===== config.mk =====
export PLATFORM = sky130hd
export DESIGN_NAME = multicycle_ctrl
export DESIGN_NICKNAME = d
export VERILOG_FILES = /design/src/rtl/multicycle_ctrl_pkg.sv /design/src/rtl/multicycle_ctrl_wait_timer.sv /design/src/rtl/multicycle_ctrl.sv
export SDC_FILE = /design/constraint.sdc
export NUM_CORES = 1
export LEC_CHECK = 0
export BUFFER_PORTS_ARGS = -buffer_cell sky130_fd_sc_hd__buf_2
export CORE_MARGIN = 5
export CORE_UTILIZATION = 52
export DETAILED_ROUTE_END_ITERATION = 12
export GPL_TIMING_DRIVEN = 1
export PLACE_DENSITY = 0.72
export SLEW_MARGIN = 20
export SYNTH_ARGS = -nofsm -noshare
export SYNTH_HDL_FRONTEND = slang
export SYNTH_SLANG_ARGS = --single-unit

===== constraint.sdc =====
create_clock -name clk -period 2.4 [get_ports clk]
set_input_delay 0.24 -clock clk [delete_from_list [all_inputs] [get_ports clk]]
set_output_delay 0.24 -clock clk [all_outputs]
set_load 0.005 [all_outputs]

===== src/rtl/multicycle_ctrl_pkg.sv =====
// Shared decode types for the RV32I core plus the control-FSM additions:
// controller states, PC-select encoding, mcause codes and small helpers
// that classify the registered opcode during write-back.
package multicycle_ctrl_pkg;

    // Opcode class produced by the decoder from the current IR.
    typedef enum logic [3:0] {
        invalid,
        lui,
        auipc,
        jal,
        jalr,
        branch_type,
        load_type,
        store_type,
        imm_arith_type,
        reg_arith_type,
        fence_type,
        system_type
    } opcode_t;

    // Sub-kind for system_type instructions.
    typedef enum logic [3:0] {
        sysk_invalid,
        sysk_ecall,
        sysk_ebreak,
        sysk_mret,
        sysk_wfi,
        sysk_csrrw,
        sysk_csrrs,
        sysk_csrrc,
        sysk_csrrwi,
        sysk_csrrsi,
        sysk_csrrci
    } system_kind_t;

    // Controller states.
    typedef enum logic [2:0] {
        S_FETCH,
        S_DECODE,
        S_EXECUTE,
        S_MEM,
        S_WB,
        S_TRAP
    } ctrl_state_t;

    // Next-PC source select.
    typedef enum logic [1:0] {
        PC_PLUS4  = 2'd0,
        PC_TARGET = 2'd1,
        PC_TRAP   = 2'd2
    } pc_sel_t;

    // mcause exception codes raised by the controller.
    localparam logic [3:0] CAUSE_IFETCH_FAULT = 4'd1;
    localparam logic [3:0] CAUSE_ILLEGAL      = 4'd2;
    localparam logic [3:0] CAUSE_BREAKPOINT   = 4'd3;
    localparam logic [3:0] CAUSE_LOAD_FAULT   = 4'd5;
    localparam logic [3:0] CAUSE_STORE_FAULT  = 4'd7;
    localparam logic [3:0] CAUSE_ECALL_M      = 4'd11;

    // CSR read/modify/write kinds: these write both rd and the CSR.
    function automatic logic is_csr_kind(input system_kind_t sk);
        case (sk)
            sysk_csrrw, sysk_csrrs, sysk_csrrc,
            sysk_csrrwi, sysk_csrrsi, sysk_csrrci: return 1'b1;
            default:                               return 1'b0;
        endcase
    endfunction

    // Instructions that write rd in write-back.
    function automatic logic writes_rf(input opcode_t op, input system_kind_t sk);
        case (op)
            lui, auipc, jal, jalr, load_type,
            imm_arith_type, reg_arith_type: return 1'b1;
            system_type:                    return is_csr_kind(sk);
            default:                        return 1'b0;
        endcase
    endfunction

    // Write-back PC source: jumps always redirect, branches only when taken.
    function automatic pc_sel_t wb_pc_sel(input opcode_t op, input logic taken);
        if (op == jal || op == jalr || (op == branch_type && taken))
            return PC_TARGET;
        return PC_PLUS4;
    endfunction

endpackage


===== src/rtl/multicycle_ctrl_wait_timer.sv =====
// Memory-wait watchdog. Counts cycles an outstanding request has gone
// without an ack and flags expiry once the count reaches MEM_TIMEOUT.
// The count saturates at the limit so a stalled request never wraps.
module mem_wait_timer #(
    parameter int unsigned MEM_TIMEOUT = 255
) (
    input  logic clk,
    input  logic rst_n,
    input  logic clear,
    input  logic enable,
    output logic expired
);

    localparam int unsigned CW = $clog2(MEM_TIMEOUT + 1);
    localparam logic [CW-1:0] LIMIT = CW'(MEM_TIMEOUT);

    logic [CW-1:0] count;

    // Clear wins over counting; hold at the limit once reached.
    always_ff @(posedge clk or negedge rst_n) begin
        if (!rst_n)
            count <= '0;
        else if (clear)
            count <= '0;
        else if (enable && count != LIMIT)
            count <= count + CW'(1);
    end

    assign expired = (count == LIMIT);

endmodule


===== src/rtl/multicycle_ctrl.sv =====
// Multi-cycle RV32I control FSM: FETCH -> DECODE -> EXECUTE -> (MEM) -> WB,
// with TRAP for decode faults and memory timeouts. Every strobe is a
// register loaded on the transition into the state that owns it, so the
// outputs are Moore functions of the state and the opcode latched in DECODE.
// ir_we is the one combinational output (fetch handshake).
module multicycle_ctrl
    import multicycle_ctrl_pkg::*;
#(
    parameter int unsigned MEM_TIMEOUT = 255
) (
    input  logic         clk,
    input  logic         rst_n,
    output logic         imem_req,
    input  logic         imem_ack,
    output logic         ir_we,
    input  opcode_t      opcode,
    input  system_kind_t sys_kind,
    input  logic         kind_valid,
    input  logic         branch_taken,
    output logic         dmem_req,
    output logic         dmem_we,
    input  logic         dmem_ack,
    output logic         rf_we,
    output logic         csr_we,
    output logic         pc_we,
    output logic [1:0]   pc_sel,
    output logic         trap,
    output logic [3:0]   trap_cause,
    output logic         retire
);

    ctrl_state_t  state;
    opcode_t      op_q;
    system_kind_t sysk_q;

    logic wait_clear;
    logic wait_en;
    logic expired;

    assign ir_we = imem_req & imem_ack;

    // The counter idles at zero whenever no request is outstanding, so it
    // is already cleared on entry to FETCH or MEM. Only one of the two
    // requests is ever high at a time, so one timer serves both ports.
    assign wait_clear = ~(imem_req | dmem_req);
    assign wait_en    = (imem_req & ~imem_ack) | (dmem_req & ~dmem_ack);

    mem_wait_timer #(
        .MEM_TIMEOUT (MEM_TIMEOUT)
    ) u_timer (
        .clk     (clk),
        .rst_n   (rst_n),
        .clear   (wait_clear),
        .enable  (wait_en),
        .expired (expired)
    );

    // State sequencing plus registered strobes for the state being entered.
    always_ff @(posedge clk or negedge rst_n) begin
        if (!rst_n) begin
            state      <= S_FETCH;
            op_q       <= invalid;
            sysk_q     <= sysk_invalid;
            imem_req   <= 1'b0;
            dmem_req   <= 1'b0;
            dmem_we    <= 1'b0;
            rf_we      <= 1'b0;
            csr_we     <= 1'b0;
            pc_we      <= 1'b0;
            pc_sel     <= PC_PLUS4;
            trap       <= 1'b0;
            trap_cause <= '0;
            retire     <= 1'b0;
        end else begin
            // Single-cycle strobes fall back to idle unless re-armed below.
            rf_we      <= 1'b0;
            csr_we     <= 1'b0;
            pc_we      <= 1'b0;
            pc_sel     <= PC_PLUS4;
            trap       <= 1'b0;
            trap_cause <= '0;
            retire     <= 1'b0;

            unique case (state)
                S_FETCH: begin
                    if (!imem_req) begin
                        // First cycle after reset: launch the fetch.
                        imem_req <= 1'b1;
                    end else if (imem_ack) begin
                        imem_req <= 1'b0;
                        state    <= S_DECODE;
                    end else if (expired) begin
                        imem_req   <= 1'b0;
                        state      <= S_TRAP;
                        trap       <= 1'b1;
                        trap_cause <= CAUSE_IFETCH_FAULT;
                        pc_we      <= 1'b1;
                        pc_sel     <= PC_TRAP;
                    end
                end

                S_DECODE: begin
                    op_q   <= opcode;
                    sysk_q <= sys_kind;
                    if (opcode == invalid || !kind_valid) begin
                        state      <= S_TRAP;
                        trap       <= 1'b1;
                        trap_cause <= CAUSE_ILLEGAL;
                        pc_we      <= 1'b1;
                        pc_sel     <= PC_TRAP;
                    end else if (opcode == system_type && sys_kind == sysk_ecall) begin
                        state      <= S_TRAP;
                        trap       <= 1'b1;
                        trap_cause <= CAUSE_ECALL_M;
                        pc_we      <= 1'b1;
                        pc_sel     <= PC_TRAP;
                    end else if (opcode == system_type && sys_kind == sysk_ebreak) begin
                        state      <= S_TRAP;
                        trap       <= 1'b1;
                        trap_cause <= CAUSE_BREAKPOINT;
                        pc_we      <= 1'b1;
                        pc_sel     <= PC_TRAP;
                    end else begin
                        state <= S_EXECUTE;
                    end
                end

                S_EXECUTE: begin
                    if (op_q == load_type || op_q == store_type) begin
                        state    <= S_MEM;
                        dmem_req <= 1'b1;
                        dmem_we  <= (op_q == store_type);
                    end else begin
                        // Fence and non-CSR system kinds fall through with
                        // no register or CSR write; only the PC advances.
                        state  <= S_WB;
                        rf_we  <= writes_rf(op_q, sysk_q);
                        csr_we <= (op_q == system_type) && is_csr_kind(sysk_q);
                        pc_we  <= 1'b1;
                        pc_sel <= wb_pc_sel(op_q, branch_taken);
                        retire <= 1'b1;
                    end
                end

                S_MEM: begin
                    if (dmem_ack) begin
                        // Ack wins even on the expiry cycle.
                        dmem_req <= 1'b0;
                        dmem_we  <= 1'b0;
                        state    <= S_WB;
                        rf_we    <= writes_rf(op_q, sysk_q);
                        pc_we    <= 1'b1;
                        pc_sel   <= wb_pc_sel(op_q, branch_taken);
                        retire   <= 1'b1;
                    end else if (expired) begin
                        dmem_req   <= 1'b0;
                        dmem_we    <= 1'b0;
                        state      <= S_TRAP;
                        trap       <= 1'b1;
                        trap_cause <= (op_q == store_type) ? CAUSE_STORE_FAULT
                                                           : CAUSE_LOAD_FAULT;
                        pc_we      <= 1'b1;
                        pc_sel     <= PC_TRAP;
                    end
                end

                S_WB, S_TRAP: begin
                    state    <= S_FETCH;
                    imem_req <= 1'b1;
                end

                default: begin
                    state    <= S_FETCH;
                    imem_req <= 1'b0;
                    dmem_req <= 1'b0;
                    dmem_we  <= 1'b0;
                end
            endcase
        end
    end

endmodule


Word-level counts from Yosys, hierarchy flattened:

Index checks and enable logic that the tools add are counted.

* flip-flop bits (word level): 33
* output and inout bits: 15
* word-level logic and storage cells: 141

* add/sub/neg operators: 1
* equality and inequality tests: 30
* multiplexer cells: 70
* bitwise operators: 8
* reductions and logical operators: 18

Operators with widths (count)
* $mux W1: 32
* $mux W3: 10
* $eq A4 B3 Y1 const B: 7
* $eq A4 B4 Y1 const B: 7
* $mux W2: 13
* $mux W8: 2
* $eq A4 B2 Y1 const B: 3
* $pmux W1 S3: 4
* $pmux W3 S4: 1
* $pmux W4 S3: 1
* $add A8 B1 Y8 const B: 1
* $eq A4 B1 Y1 const B: 2
* $eq A8 B8 Y1 const B: 1
* $mux W4: 2
* $ne A8 B8 Y1 const B: 1
* $pmux W2 S4: 1
* $reduce_or A7 Y1: 1
* $eq A3 B2 Y1 const B: 2
* $eq A3 B3 Y1 const B: 2
* $pmux W1 S2: 3
* $reduce_or A6 Y1: 1
* $logic_and A1 B1 Y1: 5
* $logic_not A4 Y1: 1
* $logic_or A1 B1 Y1: 4
* 14 further kinds: 20

Longest topological paths before layout:

Gate-level depths: netlist of run 1.

* depth after elaboration: 9
* mapped depth: 6

Cells and area by module:

A second synthesis of run 1 with hierarchy kept.

* cells, all modules: 156
* area total of the unflattened synthesis: 1665.3 um^2

Modules (own cells, without submodules)
* multicycle_ctrl: times used 1, cells an instance 109, area each 1196.1 um^2
* mem_wait_timer: times used 1, cells an instance 47, area each 469.2 um^2

Worst setup path before layout of run 1:

OpenSTA, ideal clock, no wires.

* path type: register -> register
* from: register op_q[1]
* to: register rf_we
* setup time: 0.094 ns
* arrival: 1.483 ns
* required time: 2.306 ns
* setup slack: 0.823 ns
* stages on the path, launching flop included: 6
* path buffers: 1
* period minus slack after synthesis: 1.577 ns
* cell sequence: dfrtp_1 > and3b_1 > buf_6 > mux2_2 > or2_4 > nor4b_4

* cells in the longest elaborated chain, start to end: 5
* elaborated cells on any way between the ends: 15
* classes of those cells: 9 x eq/ne; 4 x mux; 2 x reduce/logical

RTL lines
* start: declaration: line multicycle_ctrl.sv:33 `opcode_t op_q;`
* start signal: assignment: line multicycle_ctrl.sv:62 `op_q <= invalid;`
* start signal: assignment: line multicycle_ctrl.sv:103 `op_q <= opcode;`
* $eq A4 B3 Y1 (tied with other cells): line multicycle_ctrl_pkg.sv:73, multicycle_ctrl.sv:129
* $reduce_or A7 Y1: line multicycle_ctrl_pkg.sv:73 `case (op)`
* $pmux W1 S2: line multicycle_ctrl_pkg.sv:73
* $mux W1, on equally long branches: line multicycle_ctrl.sv:146, multicycle_ctrl.sv:129
* $pmux W1 S2 *: line multicycle_ctrl.sv:84 `unique case (state)`
* end signal: assignment: line multicycle_ctrl.sv:137 `rf_we <= writes_rf(op_q, sysk_q);`
* end signal: assignment: line multicycle_ctrl.sv:151 `rf_we <= writes_rf(op_q, sysk_q);`
* end: declaration: line multicycle_ctrl.sv:23 `output logic rf_we,`

Every way passes the cells marked *; elsewhere a longest branch is shown, timed or not.
A chain may end at the register's enable or synchronous reset.

Worst setup path after layout of run 1:

* from: register u_timer.count[0]
* to: register u_timer.count[7]

* cells in the longest elaborated chain, start to end: 3
* elaborated cells on any way between the ends: 6
* classes of those cells: 1 x add/sub; 2 x eq/ne; 2 x mux; 1 x reduce/logical

RTL lines
* start: declaration: line multicycle_ctrl_wait_timer.sv:17 `logic [CW-1:0] count;`
* start signal: assignment: line multicycle_ctrl_wait_timer.sv:26 `count <= count + CW'(1);`
* $add A8 B1 Y8 or $ne A8 B8 Y1 (tied branches): line multicycle_ctrl_wait_timer.sv:26, multicycle_ctrl_wait_timer.sv:25
* $mux W8 or $logic_and A1 B1 Y1 (tied branches): line multicycle_ctrl_wait_timer.sv:25 `else if (enable && count != LIMIT)`
* $mux W8 or $ne A2 B1 Y1 (tied branches)

Parallel ways exist; a longest one is shown, timed or not. The select of a mux whose other input is x is not followed.

==> out/metrics.yaml, run 1 <==
vias: 1242
rsz0062_at_grt: "no"
portBuffers: 28
final_cells: 211
synth_fp_nets: 161
viasPerCell: 5.89
crit_fanout: 11
combPwrFrac_pct: 33.4
drv_cap: 0
synth_area_mm2: 0.00159
antenna_cells_inserted: 0
synth-edff-count: 0
numCtsBuffers: 5
leakagePower_nw: 0.846
dr.pass1.iters: 4
final_nets: 192
antenna_found_initial: 0
setup.worst_path.class: "reg -> reg"
netlist.area_leader.share_pct: 51.9
fin_crit_sh_pct: 79.5
routedWlPerCell_um: 15.0
synthMuxAreaShare_pct: 6.92
die_y_um: 65.3
clk_latency_ns: 0.34
p_int_mw: 1.13
pwr-share-seq_pct: 50.0
setup-tns-final_ns: 0
wl_um: 3160
status: "complete, no violations"
io_pins: 29
yosysTopAreaCell: "dfrtp_1"
synthToLayoutAreaGrowth_pct: 12.4
route.detailed.drc: 0
slew_violations: 0
irDropWorstVdd_mv: 0.499
power.switching_uw: 642
grt_overflow_total: 0
p_sw_share_pct: 36.1
root_buffer: "clkbuf_4"
grt_pass1_wl_um: 5580
setup_viol: 0
synth_most_common_cell: "dfrtp_1"
layout-drive-gt1-share_pct: 26.4
p_per_area_mw_per_mm2: 994
core.rowCount: 20
synthDistinctLibCells: 49
synth_top_family_by_area: "simple AND/OR/NAND/NOR gates"
drtIter0Drc: 116
grt_pass1_vias: 1248
clockBufferDepth: 2
synth.area.top_cells: "dfrtp_1, mux2_2, o21ai_0"
finalHoldViolCount: 0
clkPwrFrac_pct: 16.6
die_w_um: 65.3
relSlewSlack_pct: 48.7
cp.arrival_ns: 2.13
timing.rr.start: "u_timer.count[0]"
hp-class: "in -> reg"
path_clk_slew_ns: 0.09
post_cts_resized: 0
gp_congestion: 0.837
worstMarginPinSlew_ns: 0.770
skew_ns: 0.00929
ys_top_cells_by_count: "dfrtp_1, nand2_1, nor2_1, o21ai_0, mux2_2"
cp-startpoint: "u_timer.count[0]"
synthCells: 146
ys.flop_type: "dfrtp_1"
dp_cells: 202
ant_nets: 0
min-delay-start: "opcode[0]"
critPathLaunchType: "flop"
design.core.area_mm2: 0.00300
htree_levels: 2
yosysSeqAreaShare_pct: 51.9
start_util_pct: 53.0
async_reset_ff_share_pct: 100
fmax_mhz: 524
syn_area_per_cell_um2: 10.9
cts_sinks: 33
die-area_mm2: 0.00426
cts_tree: "built"
final.min_clock_period_ns: 1.91
grt_util_all_layers_pct: 17.2
post_cts_buffers: 0
synth_seq_cells: 33
critPathRequiredTime_ns: 2.63
synth_fa_ha_area_share_pct: 0.787
synth_simple_gate_area_share_pct: 20.5
ys_warn_count: 0
post-dp-hpwl_um: 2320
synth_compound_area_share_pct: 14.4
synth-xor-area-share_pct: 1.10
critPathCaptureType: "flop"
grt_max_degree: 34
## what timing repair did
| action | CTS | global route |
|---|---|---|
| setup endpoints to repair | 0 | 0 |
| endpoints found under the hold margin | 33 | 0 |
| hold buffers | 1 | 0 |
## routing by layer
layer	track usage, %	part of all wire (%)
met5	0	0
met4	8.55	1.5
met3	4.96	6.4
met2	27.4	47
met1	21.3	46
## kinds of logic after synthesis
family,after synthesis
flip-flops,33
multiplexers,10
adder cells (fa/ha/maj),1
XOR/XNOR,2
buffers and inverters,12
AO/OA/AOI/OAI,33
AND/OR/NAND/NOR,55
## worst paths after layout
check                                   end  slack (ns)  depth (start not counted)
setup / recovery           u_timer.count[7]        0.49                          5
hold / removal                      op_q[0]        0.15                          3
setup reg to reg           u_timer.count[7]        0.49                          5
hold reg to reg                     dmem_we        0.52                          1
max in group asynchronous  u_timer.count[0]        1.44                          2
min in group asynchronous     trap_cause[3]        0.49                          2
## power by group through the flow
stage	Combinational, mW	Sequential, mW	Clock (mW)
floorplan	0.522	0.830	0
global placement	0.576	0.888	0
detailed placement	0.596	0.899	0
CTS	0.600	0.889	0.298
global route	0.673	0.915	0.326
finish	0.594	0.888	0.294
## through the flow
step	setup slack, ns	utilization (%)	total power [mW]	hold WS, ns	area [um^2]
6_report	0.492	59.5	1.78	0.151	1790
5_1_grt	0.338	59.5	1.91	0.152	1790
4_1_cts	0.521	59.5	1.79	0.143	1790
3_5_place_dp	0.528	57.5	1.50	0.334	1730
3_3_place_gp	0.658	57.5	1.46	0.323	1730
2_1_floorplan	0.823	-	1.35	-0.0556	1590
## layout by cell type, fill, tap and decap left out, types with 3 or more instances in the layout
master    count
dfrtp_1      33
buf_2        28
nand2_1      10
nor2_1        9
o21ai_0       9
mux2_2        8
inv_1         7
nand2b_1      5
clkbuf_4      5
a21oi_1       4
nand3_1       4
or3_1         4
nand4_1       3
nor4_1        3
nor3_1        3
clkbuf_1      3
## layout make-up
type | instances | area, um^2
Sequential cell | 33 | 826
Tap cell | 33 | 41.3
Timing Repair Buffer | 29 | 150
Fill cell | 256 | 1220
Inverter | 7 | 26.3
Multi-Input combinational cell | 101 | 694
Clock buffer | 8 | 48.8
## worst max-delay path, stage by stage, from the launching register on
cell       delay [ns]
dfrtp_1          0.40
ha_1             0.19
nand3_1          0.20
o2bb2ai_1        0.67
nor4_1           0.14
o21a_1           0.20
## state kept, by name, summed over array words and instances, names as in the netlist
register / flops
csr_we: 1
dmem_req: 1
dmem_we: 1
imem_req: 1
op_q: 4
pc_sel: 2
pc_we: 1
retire: 1
rf_we: 1
state: 3
sysk_q: 4
trap: 1
trap_cause: 4
u_timer.count: 8
No activity file was read; power rests on OpenSTA's default activity.
==> run 2: changes to the inputs <==
==> constraint.sdc (replaced) <==
create_clock -name clk -period 1.9 [get_ports clk]
set_input_delay 0.19 -clock clk [delete_from_list [all_inputs] [get_ports clk]]
set_output_delay 0.19 -clock clk [all_outputs]
set_load 0.005 [all_outputs]
==> run 2 against run 1 <==
Combinational power is 33% higher; design area up 2.0%; routed wire length is 0.95% lower; worst setup slack got worse by 0.27 ns; sequential cell count unchanged; non-clock buffer count up 4; first-iteration DRC count is 21% lower; clock skew decreased by 0.0023 ns; sequential share of layout area fell by 0.92 points; critical path type unchanged; largest power group unchanged.
==> out/metrics.yaml, run 2 (same netlist as run 1, synthesis figures left out) <==
status: "complete, no violations"
setup_viol: 0
grt_util_all_layers_pct: 16.9
irDropWorstVdd_mv: 0.641
antenna_found_initial: 0
holdPathEnd: "op_q[0]"
wl_um: 3130
grt_max_degree: 34
path_clk_slew_ns: 0.09
drv_cap: 0
timing.rr.start: "op_q[2]"
io_pins: 29
reg2reg_slack_ns: 0.23
worstHoldPathCells: 3
critPathCaptureType: "flop"
worstMarginPinSlew_ns: 0.707
cts_tree: "built"
p_per_area_mw_per_mm2: 1260
largest_register_ffs: 8
finalHoldViolCount: 0
worstPathCellList: "and3b_1, mux2_2, or2_4, nor4b_4"
clockBufferDepth: 2
r2r-end: "rf_we"
start_util_pct: 53.0
critPathLaunchType: "flop"
final_cell_mix: "dfrtp_1, buf_2, nand2_1"
final_nets: 196
relSlewSlack_pct: 52.9
portBuffers: 28
final_common_cell: "dfrtp_1"
leakagePower_nw: 0.872
die-area_mm2: 0.00426
grt_use_met2_pct: 26.8
crit_fanout: 7
top_usage_layer: "met2"
routedWlPerCell_um: 14.6
place_area_mm2: 0.00176
post_cts_buffers: 0
antenna_cells_inserted: 0
synthToLayoutAreaGrowth_pct: 14.6
ant_nets: 0
top_register: "u_timer.count"
min-delay-start: "opcode[0]"
slew_violations: 0
grt_pass1_wl_um: 5440
design_area_mm2: 0.00182
hp-class: "in -> reg"
cts_sinks: 33
fmax_mhz: 598
core.rowCount: 20
viasPerCell: 5.77
post-dp-hpwl_um: 2360
grt_pass1_vias: 1198
dr.pass1.iters: 5
skew_ns: 0.00702
numCtsBuffers: 5
grt_overflow_total: 0
crit_slowest_cell: "dfrtp_1"
htree_levels: 2
final.min_clock_period_ns: 1.67
drtIter0Drc: 92
grt_use_met3_pct: 5.13
crit_path_max_incr_delay_ns: 0.45
clk_latency_ns: 0.33
critPathRequiredTime_ns: 2.14
gp_congestion: 0.805
root_buffer: "clkbuf_4"
cp.arrival_ns: 1.91
setup-tns-final_ns: 0
cpLargestDelayFamily: "simple AND/OR/NAND/NOR gates"
setup.worst_path.class: "reg -> reg"
vias: 1235
holdWs_ns: 0.0925
die_w_um: 65.3
route.detailed.drc: 0
met1_usage_pct: 20.9
rsz0062_at_grt: "no"
die_y_um: 65.3
layout-drive-gt1-share_pct: 28.7
critical_path_buf_inv_count: 0
design.core.area_mm2: 0.00300
r2r_cells: 4
fin_crit_sh_pct: 88.1
## run 2: cell types whose count changed in the layout (fill, tap and decap cells not counted)
cell,change
buf_4,+4
clkbuf_1,-2
clkbuf_8,+1
## run 2: worst max-delay path by stage
stage                     cells after the start                to        startpoint  slack [ns]
final                                         4             rf_we           op_q[2]        0.23
after CTS                                     4             rf_we           op_q[2]        0.23
after global placement                        4             rf_we           op_q[2]        0.30
after detailed placement                      4             rf_we           op_q[2]        0.27
after floorplan                               5             rf_we           op_q[1]        0.32
after global routing                          6  u_timer.count[3]  u_timer.count[0]        0.11
## run 2: layout make-up
type,count,area (um^2)
fillers,244,1180
flip-flops and latches,33,826
multi-input cells,101,694
repair buffers,33,180
clock buffers,7,55.1
well taps,33,41.3
inverters,7,26.3
## run 2: worst reg2reg max path, cell delays in order (launching register included)
cell	delay, ns
dfrtp_1	0.45
and3b_1	0.26
mux2_2	0.30
or2_4	0.29
nor4b_4	0.28
## run 2: per-stage QoR
stage | util (%) | std cells | total power, mW | worst slack [ns]
final | 60.7 | 214 | 2.30 | 0.227
after global routing | 60.7 | 214 | 2.49 | 0.111
after CTS | 60.7 | 214 | 2.32 | 0.231
after detailed placement | 58.5 | 206 | 1.92 | 0.266
after global placement | 58.5 | 206 | 1.89 | 0.300
after floorplan | - | 146 | 1.71 | 0.323
## run 2: timing repair
action / 4_1_cts / 5_1_grt
hold endpoints to repair: 33 / 0
hold buffers: 1 / 0
resized for setup: 0 / 0
## run 2: per-layer routing
metal  vias to the layer above  part of all wire (%)
li1                        602                     -
met1                       590                    46
met2                        36                    46
met3                         7                   6.4
met4                         0                   2.1
met5                         -                     0
## run 2: where the power goes
group          leakage [nW]  total, mW  switching [mW]  internal, mW
clock network        0.0314      0.393           0.219         0.174
logic                 0.409      0.788           0.372         0.415
registers             0.432       1.12           0.219         0.902
